## src/rtl/tabela_pkg.sv

```systemverilog
// Shared types and defaults for the truth-table generator.
// Holds the FSM state type, parameter defaults and the vector-count helper.
package tabela_pkg;

   typedef enum logic [1:0] {IDLE, SETTLE, SAMPLE, DONE} estado_t;

   localparam int unsigned N_IN_DEF          = 3;
   localparam int unsigned SETTLE_CYCLES_DEF = 4;

   function automatic int unsigned NVEC(input int unsigned n);
      return 32'd1 << n;
   endfunction

endpackage

```

## src/rtl/contador_espera.sv

```systemverilog
// Settle timer: counts cycles while load is low.
// expira flags the last settle cycle so the FSM samples on the following edge.
module contador_espera #(
   parameter int unsigned SETTLE_CYCLES = 4
) (
   input  logic clk,
   input  logic rst,
   input  logic load,
   output logic expira
);

   localparam int unsigned CW = (SETTLE_CYCLES < 1) ? 1 : $clog2(SETTLE_CYCLES + 1);

   logic [CW-1:0] cnt_q, cnt_d;

   always_comb begin
      cnt_d = cnt_q + CW'(1);
      if (load) begin
         cnt_d = '0;
      end
   end

   always_ff @(posedge clk or posedge rst) begin
      if (rst) begin
         cnt_q <= '0;
      end else begin
         cnt_q <= cnt_d;
      end
   end

   assign expira = (cnt_q == CW'(SETTLE_CYCLES - 1));

endmodule

```

## src/rtl/gerador_tabela_verdade.sv

```systemverilog
// Steps x through every input combination, samples s1 after a settle window and
// compares the measured truth table against the expected word latched at start.
module gerador_tabela_verdade
   import tabela_pkg::*;
#(
   parameter  int unsigned N_IN          = N_IN_DEF,
   parameter  int unsigned SETTLE_CYCLES = SETTLE_CYCLES_DEF,
   localparam int unsigned NV            = NVEC(N_IN)
) (
   input  logic            clk,
   input  logic            rst,
   input  logic            start,
   input  logic [NV-1:0]   esperado,
   input  logic            s1,
   output logic [N_IN-1:0] x,
   output logic            busy,
   output logic            done,
   output logic [NV-1:0]   tabela,
   output logic [NV-1:0]   diff,
   output logic            erro
);

   if (SETTLE_CYCLES < 1) begin : g_settle_check
      $error("SETTLE_CYCLES must be >= 1");
   end

   estado_t         estado_q, estado_d;
   logic [N_IN-1:0] x_q, x_d;
   logic            busy_q, busy_d;
   logic            done_q, done_d;
   logic [NV-1:0]   tabela_q, tabela_d;
   logic [NV-1:0]   diff_q, diff_d;
   logic            erro_q, erro_d;
   logic [NV-1:0]   esp_q, esp_d;
   logic [NV-1:0]   tab_amostra;
   logic            expira;

   // Timer is held cleared outside SETTLE so each vector starts a fresh window.
   contador_espera #(
      .SETTLE_CYCLES (SETTLE_CYCLES)
   ) u_contador_espera (
      .clk    (clk),
      .rst    (rst),
      .load   (estado_q != SETTLE),
      .expira (expira)
   );

   always_comb begin
      estado_d = estado_q;
      x_d      = x_q;
      busy_d   = busy_q;
      done_d   = 1'b0;
      tabela_d = tabela_q;
      diff_d   = diff_q;
      erro_d   = erro_q;
      esp_d    = esp_q;

      tab_amostra        = tabela_q;
      tab_amostra[x_q]   = s1;

      unique case (estado_q)
         IDLE: begin
            if (start) begin
               esp_d    = esperado;
               x_d      = '0;
               tabela_d = '0;
               diff_d   = '0;
               erro_d   = 1'b0;
               busy_d   = 1'b1;
               estado_d = SETTLE;
            end
         end
         SETTLE: begin
            if (expira) begin
               estado_d = SAMPLE;
            end
         end
         SAMPLE: begin
            tabela_d = tab_amostra;
            if (x_q == '1) begin
               // Compare uses the table including the sample taken on this edge.
               busy_d   = 1'b0;
               diff_d   = tab_amostra ^ esp_q;
               erro_d   = |(tab_amostra ^ esp_q);
               done_d   = 1'b1;
               estado_d = DONE;
            end else begin
               x_d      = x_q + N_IN'(1);
               estado_d = SETTLE;
            end
         end
         DONE: begin
            estado_d = IDLE;
         end
         default: begin
            estado_d = IDLE;
         end
      endcase
   end

   always_ff @(posedge clk or posedge rst) begin
      if (rst) begin
         estado_q <= IDLE;
         x_q      <= '0;
         busy_q   <= 1'b0;
         done_q   <= 1'b0;
         tabela_q <= '0;
         diff_q   <= '0;
         erro_q   <= 1'b0;
         esp_q    <= '0;
      end else begin
         estado_q <= estado_d;
         x_q      <= x_d;
         busy_q   <= busy_d;
         done_q   <= done_d;
         tabela_q <= tabela_d;
         diff_q   <= diff_d;
         erro_q   <= erro_d;
         esp_q    <= esp_d;
      end
   end

   assign x      = x_q;
   assign busy   = busy_q;
   assign done   = done_q;
   assign tabela = tabela_q;
   assign diff   = diff_q;
   assign erro   = erro_q;

endmodule

```

## config.mk

```make
export PLATFORM = sky130hd
export DESIGN_NAME = gerador_tabela_verdade
export DESIGN_NICKNAME = d
export VERILOG_FILES = /design/src/rtl/tabela_pkg.sv /design/src/rtl/contador_espera.sv /design/src/rtl/gerador_tabela_verdade.sv
export SDC_FILE = /design/constraint.sdc
export NUM_CORES = 1
export LEC_CHECK = 0
export BUFFER_PORTS_ARGS = -buffer_cell sky130_fd_sc_hd__buf_4
export CAP_MARGIN = 30
export CORE_UTILIZATION = 45
export DETAILED_ROUTE_END_ITERATION = 7
export HOLD_SLACK_MARGIN = 0.1
export PLACE_DENSITY = 0.75
export SYNTH_ARGS = -nofsm -noshare
export SYNTH_HDL_FRONTEND = slang
export SYNTH_SLANG_ARGS = --single-unit
```

## constraint.sdc

```tcl
create_clock -name clk -period 2.09 [get_ports clk]
set_clock_uncertainty 0.2 [all_clocks]
set_input_delay 0 -clock clk [delete_from_list [all_inputs] [get_ports clk]]
set_output_delay 0 -clock clk [all_outputs]
set_load 0.1 [all_outputs]
```

[Word-level counts from Yosys, hierarchy flattened]
Cells that the tools add are included.
Widths: inputs -> output; s select.
Storage, ports and cells
  bits in registers: 35
  input port bits: 12
  output and inout bits: 22
Operators by class
  $add $sub $neg: 2
  $lt $le $gt $ge: 2
  eq/ne operators: 10
  muxes and demuxes: 23
  bitwise logic cells: 1
  reduce and logical (&&, ||, !) cells: 9
Operators by type and width (number)
  $pmux 8 s2: 2
  $mux 8: 2
  $mux 3: 3
  $bwmux 8: 1
  $ne 2x2->1 const B: 4
  $pmux 2 s4: 1
  $reduce_or 8->1: 1
  $xor 8x8->8: 1
  $mux 1: 7
  $add 3x1->3 const B: 2
  $mux 2: 3
  $pmux 3 s2: 1
  $reduce_and 2->1: 3
  $reduce_and 3->1: 2
  $eq 2x2->1 const B: 2
  $lt 3x4->1 const B: 1
  $pmux 1 s2: 2
  $demux 1 s3: 1
  $eq 3x2->1 const B: 1
  $eq 3x3->1 const B: 1
  $ge 3x1->1 const B: 1
  $eq 2x1->1 const B: 1
  $logic_not 2->1: 1
  $ne 2x1->1 const B: 1
  2 further kinds: 2

[Logic depth before layout (Yosys ltp)]
  word-level depth: 9
  mapped depth: 7
  depth with buffers taken out: 6

[Cells and area by module]
Synthesis repeated with hierarchy kept, for this count alone.
Second synthesis, totals
  cell total of the unflattened synthesis: 151
  area, all modules: 1689.1 um^2
Modules (own cells, without submodules)
  gerador_tabela_verdade: instances 1, cells each 141, area each 1567.8 um^2, sequential area each 800.8 um^2
  contador_espera: instances 1, cells each 10, area each 121.4 um^2, sequential area each 75.1 um^2

[Worst setup path before layout]
OpenSTA, ideal clock, no wires.
  path type: reg2reg
  start point: reg x_q[1] (netlist: x[1])
  end point: reg diff_q[3] (netlist: diff[3])
  setup time: 0.121 ns
  arrival time: 2.064 ns
  setup slack: -0.295 ns
  stages on the path, launching flop included: 7
  path buffers: 0
  cell sequence: dfrtp_1 ha_1 ha_1 nand2_1 inv_1 nor2_1 a22o_2
On the way
  word-level cells in the longest chain between the ends: 8
  elaborated cells between the ends (all ways): 12
  those cells by class: order compare: 2; eq/ne: 2; mux: 5; bitwise: 1; reduce/logical: 2
RTL lines
  from (decl): line gerador_tabela_verdade.sv:28  | logic [N_IN-1:0] x_q, x_d;
  from (signal assigned): line gerador_tabela_verdade.sv:104  | x_q <= '0;
  from (signal assigned): line gerador_tabela_verdade.sv:113  | x_q <= x_d;
  $lt 3x4->1 (not written as such) / $ge 3x1->1 (equally long branches): line gerador_tabela_verdade.sv:59  | tab_amostra[x_q] = s1;
  $logic_and 1x1->1 (not written as such): line gerador_tabela_verdade.sv:59
  $mux 1 (not written as such): line gerador_tabela_verdade.sv:59
  $demux 1 s3: line gerador_tabela_verdade.sv:59
  $bwmux 8: line gerador_tabela_verdade.sv:59
  $xor 8x8->8: line gerador_tabela_verdade.sv:83  | diff_d = tab_amostra ^ esp_q;
  $mux 8: line gerador_tabela_verdade.sv:80  | if (x_q == '1) begin
  $pmux 8 s2: line gerador_tabela_verdade.sv:61  | unique case (estado_q)
  to (signal assigned): line gerador_tabela_verdade.sv:117  | diff_q <= diff_d;
  to (decl): line gerador_tabela_verdade.sv:32  | logic [NV-1:0] diff_q, diff_d;
Parallel ways exist; a longest one is shown, timed or not. The select of a mux whose other input is x is not followed.
A chain may end at the register's enable or synchronous reset.

[Worst setup path in the final report]
  start point: reg x_q[2] (netlist: x[2])
  end point: reg erro_q (netlist: erro)
On the way
  word-level cells in the longest chain between the ends: 9
  elaborated cells between the ends (all ways): 13
  those cells by class: order compare: 2; eq/ne: 2; mux: 5; bitwise: 1; reduce/logical: 3
RTL lines
  $lt 3x4->1 (not written as such) / $ge 3x1->1 (equally long branches): line gerador_tabela_verdade.sv:59
  $logic_and 1x1->1 (not written as such): line gerador_tabela_verdade.sv:59
  $mux 1 (not written as such): line gerador_tabela_verdade.sv:59
  $demux 1 s3: line gerador_tabela_verdade.sv:59
  $bwmux 8: line gerador_tabela_verdade.sv:59
  $xor 8x8->8: line gerador_tabela_verdade.sv:84  | erro_d = |(tab_amostra ^ esp_q);
  $reduce_or 8->1: line gerador_tabela_verdade.sv:84
  $mux 1: line gerador_tabela_verdade.sv:80
  $pmux 1 s2: line gerador_tabela_verdade.sv:61
  to (signal assigned): line gerador_tabela_verdade.sv:118  | erro_q <= erro_d;
  to (decl): line gerador_tabela_verdade.sv:33  | logic erro_q, erro_d;
Parallel ways exist; a longest one is shown, timed or not. The select of a mux whose other input is x is not followed.

==> results by group <==
Clock network
  • CTS root buf: clkbuf_8
  • # clock sinks: 35
  • Max Root-Sink Buffers: 2
  • Htree depth: 2
  • CTS tree: yes
  • Cts bufs inserted: 5
  • Clock-pin slew on the worst setup and hold paths: 0.08 ns
  • Setup repair bufs after CTS: 0
  • Clk_lat worst skew: 0.29 ns

Synth
  • Syn_nets: 167
  • Synthesized area per cell: 11.4 sq um
  • Register area share after synthesis: 0.507
  • Leading area contributor after synthesis: dfrtp_1
  • Post-synthesis cell area: 1730 sq um
  • YS warnings: 0
  • Register bit count reported by yosys: 35
  • Post-Synthesis Cells: 151
  • Netlist cell types: 30
  • Top cell type's share of synthesized area: 0.507
  • Top cells by area, synth: dfrtp_1, a22o_1, mux2_2

Setup path
  • CP startpoint kind: flop
  • Setup CP Type: reg -> reg
  • Max FO, Critical Path: 16
  • Start of the worst register-to-register path: x[2]$_DFFE_PP0P_
  • CP arrival: 1.98 ns
  • R2R Setup Slk: 0.07 ns
  • Worst R2R Path Depth: 5
  • Crit. End Element: flop
  • WP data required: 2.05 ns
  • Reg2reg end: erro$_DFFE_PP0P_

Timing
  • Final Setup Violations: 0
  • RSZ-0062 raised after global routing: yes
  • Post-layout min period: 2.02 ns
  • Setup TNS: 0 ns
  • Worst Tran Pin Value: 0.787 ns
  • Part of the cycle the worst path needs: 0.965
  • Final Slew Violations: 0
  • Final hold violation count: 0
  • Fmax: 496 MHz
  • Final hold slack: 0.130 ns
  • Normalized max-slew margin: 0.474

Drt
  • Drt pass-1 iters: 4
  • WL met3: 101 microns
  • WL met1: 1760 microns
  • Top layer in use: met4
  • Via-to-Cell Ratio: 5.22
  • WL/cell: 15.0 microns
  • Routed length on met2: 1810 microns
  • Iter 0 DRT Violations: 43
  • Antenna viol nets, final: 0
  • DR vias: 1,300
  • DR DRC count: 0
  • Drt total wl: 3730 microns

Floorplanning
  • IO Count: 34
  • Cell Rows: 22
  • Initial Util: 0.472
  • Die Y: 63.9 microns
  • Die area: 4090 sq um
  • Die Wd: 63.9 microns
  • Core ar.: 3660 sq um

Final layout
  • Fraction of layout instances using a drive strength above 1: 0.348
  • Commonest non-fill, non-tap cell in the layout: buf_4
  • Commonest cells after routing, fill and taps aside: buf_4, dfrtp_1, a22o_1
  • Fin nets: 216
  • Area delta synth->final: 31.3%
  • Antenna diodes: 0
  • Cell Count, Final, Fillers Out: 249

Place
  • Port-buffer cells: 33
  • RD Place Congestion: 0.833
  • DP Wirelength: 2590 microns
  • Post-Place Cells: 231

Pwr
  • Power per cell area: 1130 nW/um^2
  • VDD IR-drop max: 0.784 mV
  • Leakage Power: 1.14 nW

GRT
  • Gr usage total: 0.201
  • Largest net degree at the start of global routing: 36
  • GRT overflow: 0
  • Initial antenna violation count: 0
  • Vias in the first global route: 1,347
  • Global-route wire length before repair: 6090 microns

Worst hold path
  • Hold wc startpoint: start
  • WHS Path Cells: 5
  • Hold EP: busy$_DFFE_PP0P_
  • Hold Path Class: in -> reg

Flow run
  • Max Cap Viol: 0

Outcome
  • Status: complete, no violations
-- layout make-up --
class | count | area [sq um]
clock inverters | 3 | 43.8
inverters | 10 | 37.5
fillers | 295 | 1390
repair buffers | 50 | 400
multi-input cells | 98 | 777
well taps | 48 | 60.1
flip-flops and latches | 35 | 880
clock buffers | 5 | 68.8
-- cells in the mapped netlist --
| master | n |
|---|---|
| nor2b_1 | 2 |
| nor3b_2 | 1 |
| a22o_2 | 2 |
| and2b_1 | 1 |
| inv_1 | 10 |
| o21ai_0 | 10 |
| nor2_1 | 9 |
| buf_6 | 2 |
| clkbuf_1 | 1 |
| nor3b_1 | 3 |
| o22ai_1 | 3 |
| xnor2_1 | 8 |
| nor3_1 | 2 |
| nand3b_1 | 1 |
| dfrtp_1 | 35 |
| o31ai_1 | 1 |
| a22o_1 | 14 |
| nor4_2 | 1 |
| buf_4 | 1 |
| ha_1 | 4 |
| nand3b_4 | 2 |
| a31oi_1 | 1 |
| buf_2 | 4 |
| a21oi_1 | 4 |
| mux2_2 | 9 |
| or2b_1 | 1 |
| nand3_1 | 2 |
| mux2i_1 | 8 |
| nand2_1 | 8 |
| nand2b_1 | 1 |
-- how the worst max path moves through the flow --
| stage | from | end | slack (ns) | cells after the start |
|---|---|---|---|---|
| after global placement | x[2]$_DFFE_PP0P_ | erro$_DFFE_PP0P_ | 0.06 | 5 |
| after global routing | x[2]$_DFFE_PP0P_ | erro$_DFFE_PP0P_ | -0.03 | 5 |
| after detailed placement | x[2]$_DFFE_PP0P_ | erro$_DFFE_PP0P_ | 0.03 | 5 |
| final | x[2]$_DFFE_PP0P_ | erro$_DFFE_PP0P_ | 0.07 | 5 |
| after floorplan | x[1]$_DFFE_PP0P_ | diff[3]$_DFFE_PP0P_ | 0.03 | 6 |
| after CTS | x[2]$_DFFE_PP0P_ | erro$_DFFE_PP0P_ | 0.04 | 5 |
-- sequential cells by signal, summed over array words and instances (netlist names) --
| register | count |
|---|---|
| diff | 8 |
| esp_q | 8 |
| tabela | 8 |
| u_contador_espera.cnt_q | 3 |
| x | 3 |
| estado_q | 2 |
| busy | 1 |
| done | 1 |
| erro | 1 |
-- power breakdown --
part / internal [mW] / leakage (nW) / switching [mW] / total, mW
logic: 0.361 / 0.629 / 0.659 / 1.02
clock network: 0.355 / 0.0581 / 0.254 / 0.609
registers: 0.810 / 0.449 / 0.127 / 0.937
-- critical path, stage by stage (launching register included) --
cell	delay (ns)
dfrtp_2	0.54
nor3b_2	0.25
mux2i_1	0.28
xnor2_1	0.13
nor4_2	0.35
a31oi_1	0.14
-- per-stage QoR --
step	setup WS (ns)	utilization	power (mW)	cell area, sq um
after detailed placement	0.0335	0.556	1.95	2040
after CTS	0.0371	0.614	2.58	2250
after global placement	0.0562	0.556	1.91	2040
after floorplan	0.0325	-	1.73	1730
final	0.0741	0.619	2.57	2270
after global routing	-0.0318	0.619	2.70	2270
-- metal layers --
layer  track usage  up-vias
li1              -      630
met1         0.266      638
met2         0.307       24
met3        0.0536        8
met4        0.0881        0
met5             0        -
-- cells by family after synthesis --
group / count (synthesis) / share of synthesized area
compound gates: 35 / 0.142
xor+xnor: 8 / 0.0406
fa+ha+maj: 4 / 0.0290
buf+inv: 18 / 0.0529
flops: 35 / 0.507
mux: 17 / 0.105
simple gates: 34 / 0.123
-- timing repair --
item | in CTS | in global routing
endpoints found under the hold margin | 48 | 0
gates resized for setup | 0 | 4
setup endpoints to repair | 0 | 9
hold buffers | 10 | 0
No activity file was read; power rests on OpenSTA's default activity.
